**config.mk**
```make
export PLATFORM = sky130hd
export DESIGN_NAME = position_step_controller
export DESIGN_NICKNAME = d
export VERILOG_FILES = /design/src/rtl/position_step_controller_pkg.sv /design/src/rtl/position_step_controller_btn.sv /design/src/rtl/position_step_controller.sv
export SDC_FILE = /design/constraint.sdc
export NUM_CORES = 1
export LEC_CHECK = 0
export ABC_AREA = 1
export CELL_PAD_IN_SITES_DETAIL_PLACEMENT = 1
export CELL_PAD_IN_SITES_GLOBAL_PLACEMENT = 1
export CORE_ASPECT_RATIO = 0.7
export CORE_MARGIN = 2
export CORE_UTILIZATION = 30
export DETAILED_ROUTE_END_ITERATION = 12
export PLACE_DENSITY_LB_ADDON = 0.1
export SYNTH_ARGS = -nofsm -noshare
export SYNTH_HDL_FRONTEND = slang
export SYNTH_HIERARCHICAL = 1
export SYNTH_SLANG_ARGS = --single-unit
```
**constraint.sdc**
```tcl
create_clock -name clk -period 2.8 [get_ports clk]
set_input_delay 0.56 -clock clk [delete_from_list [all_inputs] [get_ports clk]]
set_output_delay 0.56 -clock clk [all_outputs]
set_load 0.01 [all_outputs]
```
**src/rtl/position_step_controller_pkg.sv**
```systemverilog
// Shared constants for the position step controller: direction codes, default
// playfield window and FSM state encoding.
package position_step_controller_pkg;

  localparam logic [1:0] DIR_LEFT  = 2'b00;
  localparam logic [1:0] DIR_RIGHT = 2'b01;
  localparam logic [1:0] DIR_HOLD  = 2'b10;

  localparam int DEF_MIN_POS    = 15;
  localparam int DEF_MAX_POS    = 624;
  localparam int DEF_CENTER_POS = 320;

  typedef enum logic [1:0] {
    ST_IDLE      = 2'd0,
    ST_HOLD_WAIT = 2'd1,
    ST_REPEAT    = 2'd2,
    ST_LOCK      = 2'd3
  } state_t;

endpackage

```
**src/rtl/position_step_controller_btn.sv**
```systemverilog
// Two-flop synchronizer for one asynchronous active-low button; both flops
// reset to 1 so the button reads as released out of reset.
module btn_sync (
  input  logic clk,
  input  logic reset,
  input  logic din,
  output logic dout
);

  logic meta;

  always_ff @(posedge clk) begin
    if (reset) begin
      meta <= 1'b1;
      dout <= 1'b1;
    end else begin
      meta <= din;
      dout <= meta;
    end
  end

endmodule

```
**src/rtl/position_step_controller.sv**
```systemverilog
// Position counter driven by two active-low buttons: immediate step on press,
// auto-repeat after a hold delay on a free-running tick, clamped, with recentre.
module position_step_controller
  import position_step_controller_pkg::*;
#(
  parameter int MIN_POS      = DEF_MIN_POS,
  parameter int MAX_POS      = DEF_MAX_POS,
  parameter int CENTER_POS   = DEF_CENTER_POS,
  parameter int TICK_DIV     = 100000,
  parameter int HOLD_TICKS   = 8,
  parameter int REPEAT_TICKS = 2
) (
  input  logic       clk,
  input  logic       reset,
  input  logic       pbL,
  input  logic       pbR,
  input  logic       center_req,
  output logic [9:0] pos,
  output logic [1:0] dir,
  output logic       step,
  output logic       at_min,
  output logic       at_max
);

  localparam int PW = $clog2(TICK_DIV);
  localparam int TW = 16;
  localparam logic [9:0] MIN_P = 10'(MIN_POS);
  localparam logic [9:0] MAX_P = 10'(MAX_POS);
  localparam logic [9:0] CTR_P = 10'(CENTER_POS);

  logic sync_l, sync_r;

  btn_sync u_sync_l (.clk(clk), .reset(reset), .din(pbL), .dout(sync_l));
  btn_sync u_sync_r (.clk(clk), .reset(reset), .din(pbR), .dout(sync_r));

  logic req_l, req_r, released;
  assign req_l    = ~sync_l & sync_r;
  assign req_r    = sync_l & ~sync_r;
  assign released = sync_l & sync_r;

  // Prescaler free-runs; button activity never realigns it.
  logic [PW-1:0] pcnt;
  logic          tick;
  assign tick = (pcnt == PW'(TICK_DIV - 1));

  always_ff @(posedge clk) begin
    if (reset) pcnt <= '0;
    else       pcnt <= tick ? '0 : pcnt + PW'(1);
  end

  state_t        state, state_nxt;
  logic [TW-1:0] tcnt, tcnt_nxt;
  logic          latch_r, latch_r_nxt;
  logic          same_req, hold_done, rpt_done;

  assign same_req  = latch_r ? req_r : req_l;
  assign hold_done = tick && (tcnt == TW'(HOLD_TICKS - 1));
  assign rpt_done  = tick && (tcnt == TW'(REPEAT_TICKS - 1));

  always_ff @(posedge clk) begin
    if (reset) begin
      state   <= ST_IDLE;
      tcnt    <= '0;
      latch_r <= 1'b0;
    end else begin
      state   <= state_nxt;
      tcnt    <= tcnt_nxt;
      latch_r <= latch_r_nxt;
    end
  end

  always_comb begin
    state_nxt   = state;
    tcnt_nxt    = tcnt;
    latch_r_nxt = latch_r;
    case (state)
      ST_IDLE: begin
        if (req_l || req_r) begin
          state_nxt   = ST_HOLD_WAIT;
          tcnt_nxt    = '0;
          latch_r_nxt = req_r;
        end
      end
      ST_HOLD_WAIT: begin
        if (!same_req) begin
          state_nxt = ST_IDLE;
          tcnt_nxt  = '0;
        end else if (hold_done) begin
          state_nxt = ST_REPEAT;
          tcnt_nxt  = '0;
        end else if (tick) begin
          tcnt_nxt = tcnt + TW'(1);
        end
      end
      ST_REPEAT: begin
        if (!same_req) begin
          state_nxt = ST_IDLE;
          tcnt_nxt  = '0;
        end else if (rpt_done) begin
          tcnt_nxt = '0;
        end else if (tick) begin
          tcnt_nxt = tcnt + TW'(1);
        end
      end
      ST_LOCK: begin
        if (released) begin
          state_nxt = ST_IDLE;
          tcnt_nxt  = '0;
        end
      end
      default: state_nxt = ST_IDLE;
    endcase
    if (center_req) begin
      state_nxt = ST_LOCK;
      tcnt_nxt  = '0;
    end
  end

  logic want_step, step_right;

  always_comb begin
    want_step  = 1'b0;
    step_right = latch_r;
    case (state)
      ST_IDLE: begin
        want_step  = req_l | req_r;
        step_right = req_r;
      end
      ST_HOLD_WAIT: want_step = same_req & hold_done;
      ST_REPEAT:    want_step = same_req & rpt_done;
      default:      want_step = 1'b0;
    endcase
    dir = DIR_HOLD;
    if (state == ST_HOLD_WAIT || state == ST_REPEAT) begin
      if (!latch_r && pos > MIN_P)     dir = DIR_LEFT;
      else if (latch_r && pos < MAX_P) dir = DIR_RIGHT;
    end
  end

  // A step blocked by the window is dropped silently; the FSM still advances.
  logic can_move;
  assign can_move = step_right ? (pos < MAX_P) : (pos > MIN_P);

  always_ff @(posedge clk) begin
    if (reset) begin
      pos  <= CTR_P;
      step <= 1'b0;
    end else begin
      step <= 1'b0;
      if (center_req) begin
        pos <= CTR_P;
      end else if (want_step && can_move) begin
        pos  <= step_right ? pos + 10'd1 : pos - 10'd1;
        step <= 1'b1;
      end
    end
  end

  assign at_min = (pos == MIN_P);
  assign at_max = (pos == MAX_P);

endmodule

```
==> flow_metrics.py <==
metrics = {
    "outcome": {
        "outcome": "complete, no violations",
    },
    "final_layout": {
        "multi_input_area_um2": 1924,
        "final_cells": 651,
        "fillers": 1330,
        "register_area_um2": 1021,
        "nNetsFinal": 537,
        "layout-drive-gt1-share": 0.07707,
        "final_core_util": 0.3581,
        "syn2layout_area_growth_pct": 15.18,
        "diodes": 0,
    },
    "clock_network": {
        "cts_buffers": 5,
        "tritoncts": "built",
        "clock_latency_ns": 0.29,
        "htreeDepth": 2,
        "cts.path.max_buffers": 2,
        "cts-root-buf": "clkbuf_16",
        "post_cts_hold_buffer_count": 0,
        "clock-sinks": 51,
        "postCtsSetupBuffers": 0,
        "cts_resized": 0,
        "clkSlewWorstSetupHoldPaths_ns": 0.07,
    },
    "setup_path": {
        "worstPathRequired_ns": 2.24,
        "end_kind": "primary output",
        "critPathLaunchType": "flop",
        "worstRegToRegCells": 15,
        "critPathMaxFanout": 7,
        "arrival_ns": 1.92,
        "path_class": "flop to primary output",
    },
    "synthesis": {
        "synth_fp_nets": 513,
        "ys_ff_latch": 51,
        "yosysTopAreaCell": "dfxtp_1",
        "ys_types": 42,
        "seq_area_frac_synth": 0.3136,
        "synthTopCellsByCount": "nand2_1 (126), nor2_1 (71), inv_1 (66), dfxtp_1 (51), nand3_1 (33)",
        "synth_mux_area_frac": 0.003075,
        "syn-instance-count": 494,
        "yosysMostFrequentCell": "nand2_1",
        "yosysWarnings": 6,
        "synth_xor_area_frac": 0.05111,
        "post_synth_and_or_nand_nor_area_fraction": 0.3951,
        "synth_fa_ha_area_frac": 0.05380,
        "synth_ff_type": "dfxtp_1",
        "synth_top_area_share": 0.3136,
        "synthTopCellsByArea": "dfxtp_1 (31%), nand2_1 (15%), nor2_1 (8.2%), inv_1 (7.6%), ha_1 (5.4%)",
        "synth-async-reset-ratio": 0,
        "synth-edff-count": 0,
        "syn_area_per_cell_um2": 6.590,
        "synth-compound-area-share": 0.08801,
        "synth.cell_area_um2": 3256,
        "synth_top_family_by_area": "simple AND/OR/NAND/NOR gates",
    },
    "global_route": {
        "grt_pass1_wl_um": 16420,
        "grt_max_degree": 18,
        "grt_pass1_vias": 3178,
        "antenna_found_initial": 0,
        "grt_usage": 0.1754,
        "overflow": 0,
    },
    "floorplan": {
        "row_count": 31,
        "core_area_um2": 10470,
        "die_h_um": 91.16,
        "ioPinCount": 20,
        "die_x_um": 128.5,
        "die-area_um2": 11710,
        "start_util": 0.3109,
    },
    "sta": {
        "rsz0062_at_grt": "no",
        "tightest_slew_ns": 0.6073,
        "finalSetupTns_ns": 0,
        "period_share": 0.8865,
        "hold_viol_final": 0,
        "post-route-min-period_ns": 2.482,
        "final_max_slew_viol_count": 0,
        "clock_skew_ns": 0.007710,
        "clock.fmax_ghz": 0.4029,
        "relSlewSlack": 0.5941,
        "setup_viol": 0,
    },
    "drt": {
        "routed_wl_um": 9378,
        "drt_drc_violations_left": 0,
        "wl_per_cell_um": 14.41,
        "vias": 3151,
        "dr.pass1.iters": 4,
        "via_per_inst": 4.840,
        "first_iter_violations": 116,
        "postRouteAntennaNets": 0,
    },
    "pwr": {
        "p_seq_frac": 0.440,
        "p_leak_nw": 1.539,
        "p_sw_mw": 0.4943,
        "p_int_mw": 1.224,
        "p_per_area_nw_per_um2": 458.3,
        "combPwrFrac": 0.175,
        "netSwitchingFraction": 0.2877,
        "power_frac_clock": 0.385,
        "worst_ir_drop_vdd_uv": 234.9,
    },
    "flow_run": {
        "drv_cap": 0,
    },
    "placement": {
        "gp_congestion": 0.9441,
        "place_inst": 643,
        "hpwlAfterDp_um": 7568,
        "port-buffer-count": 19,
    },
    "min_path": {
        "hold_depth": 2,
        "hp-class": "flop to flop",
    },
}
[power groups by stage]
stage	sequential [mW]	combinational (mW)	clock (mW)
after floorplan	0.770	0.204	0
after global placement	0.772	0.298	0
after detailed placement	0.773	0.299	0
after CTS	0.756	0.301	0.698
after global routing	0.758	0.342	0.723
final	0.756	0.301	0.662
[worst max-delay path, stage by stage (launching register included)]
cell and delay, ns:
dfxtp_1 0.49, nand4_1 0.18, nand3_1 0.10, nand2_1 0.10, nand2_1 0.10, a21oi_1 0.07
inv_1 0.05, clkdlybuf4s50_1 0.53
[stage by stage]
stage	power, mW	worst slack (ns)	area, um2	hold WS (ns)
after floorplan	0.9741	0.8091	3256	0.3795
after global placement	1.070	0.5624	3593	0.3899
after detailed placement	1.072	0.4348	3593	0.3981
after CTS	1.755	0.3174	3750	0.4161
after global routing	1.823	0.1146	3750	0.4281
final	1.718	0.3178	3750	0.4089
[logic make-up (layout without fill, tap and decap cells)]
family                   Yosys count  count (layout)
AO/OA/AOI/OAI                     49              49
multiplexers                       1               1
flip-flops                        51              51
AND/OR/NAND/NOR                  283             283
adder cells (fa/ha/maj)           14              14
buffers and inverters             77             102
XOR/XNOR                          19              19
[per-layer routing]
layer	vias to the layer above	global-route usage	share of wire
met1	1482	0.2788	0.56
met4	0	0.02808	0.0063
met3	6	0.03300	0.043
met2	48	0.2438	0.39
li1	1615	-	-
met5	-	0	0
[path summary, 6_finish.rpt]
check / from / end / slack (ns)
setup / recovery: pos[6] / dir[1] / 0.32
hold / removal: u_sync_l/meta / u_sync_l/dout / 0.41
setup reg to reg: state[0] / pos[8] / 0.43
hold reg to reg: u_sync_l/meta / u_sync_l/dout / 0.41
[flip-flops by register name (all words and copies together), names as in the netlist, 2 cells and up]
signal	flops
pos	10
pcnt	17
tcnt	16
state	2
[cell type report]
| class | instances | share of cell area |
|---|---|---|
| Clock buffer | 8 | 0.04171 |
| Sequential cell | 51 | 0.2723 |
| Inverter | 72 | 0.07207 |
| Timing Repair Buffer | 22 | 0.05672 |
| Multi-Input combinational cell | 366 | 0.5132 |
| Tap cell | 132 | 0.04404 |
[layout by cell type (no fill, tap or decap), drive strengths merged, types with 4 or more instances in the layout]
cell type	instances
clkdlybuf4s50	19
nand4	14
nor3b	5
or2	4
nand3	36
nor4	4
dfxtp	51
o21ai	12
a21oi	27
xnor2	4
xor2	15
ha	14
clkbuf	8
nand2	134
inv	71
nor2	75
nor3	7
(Power assumes the default switching activity.)
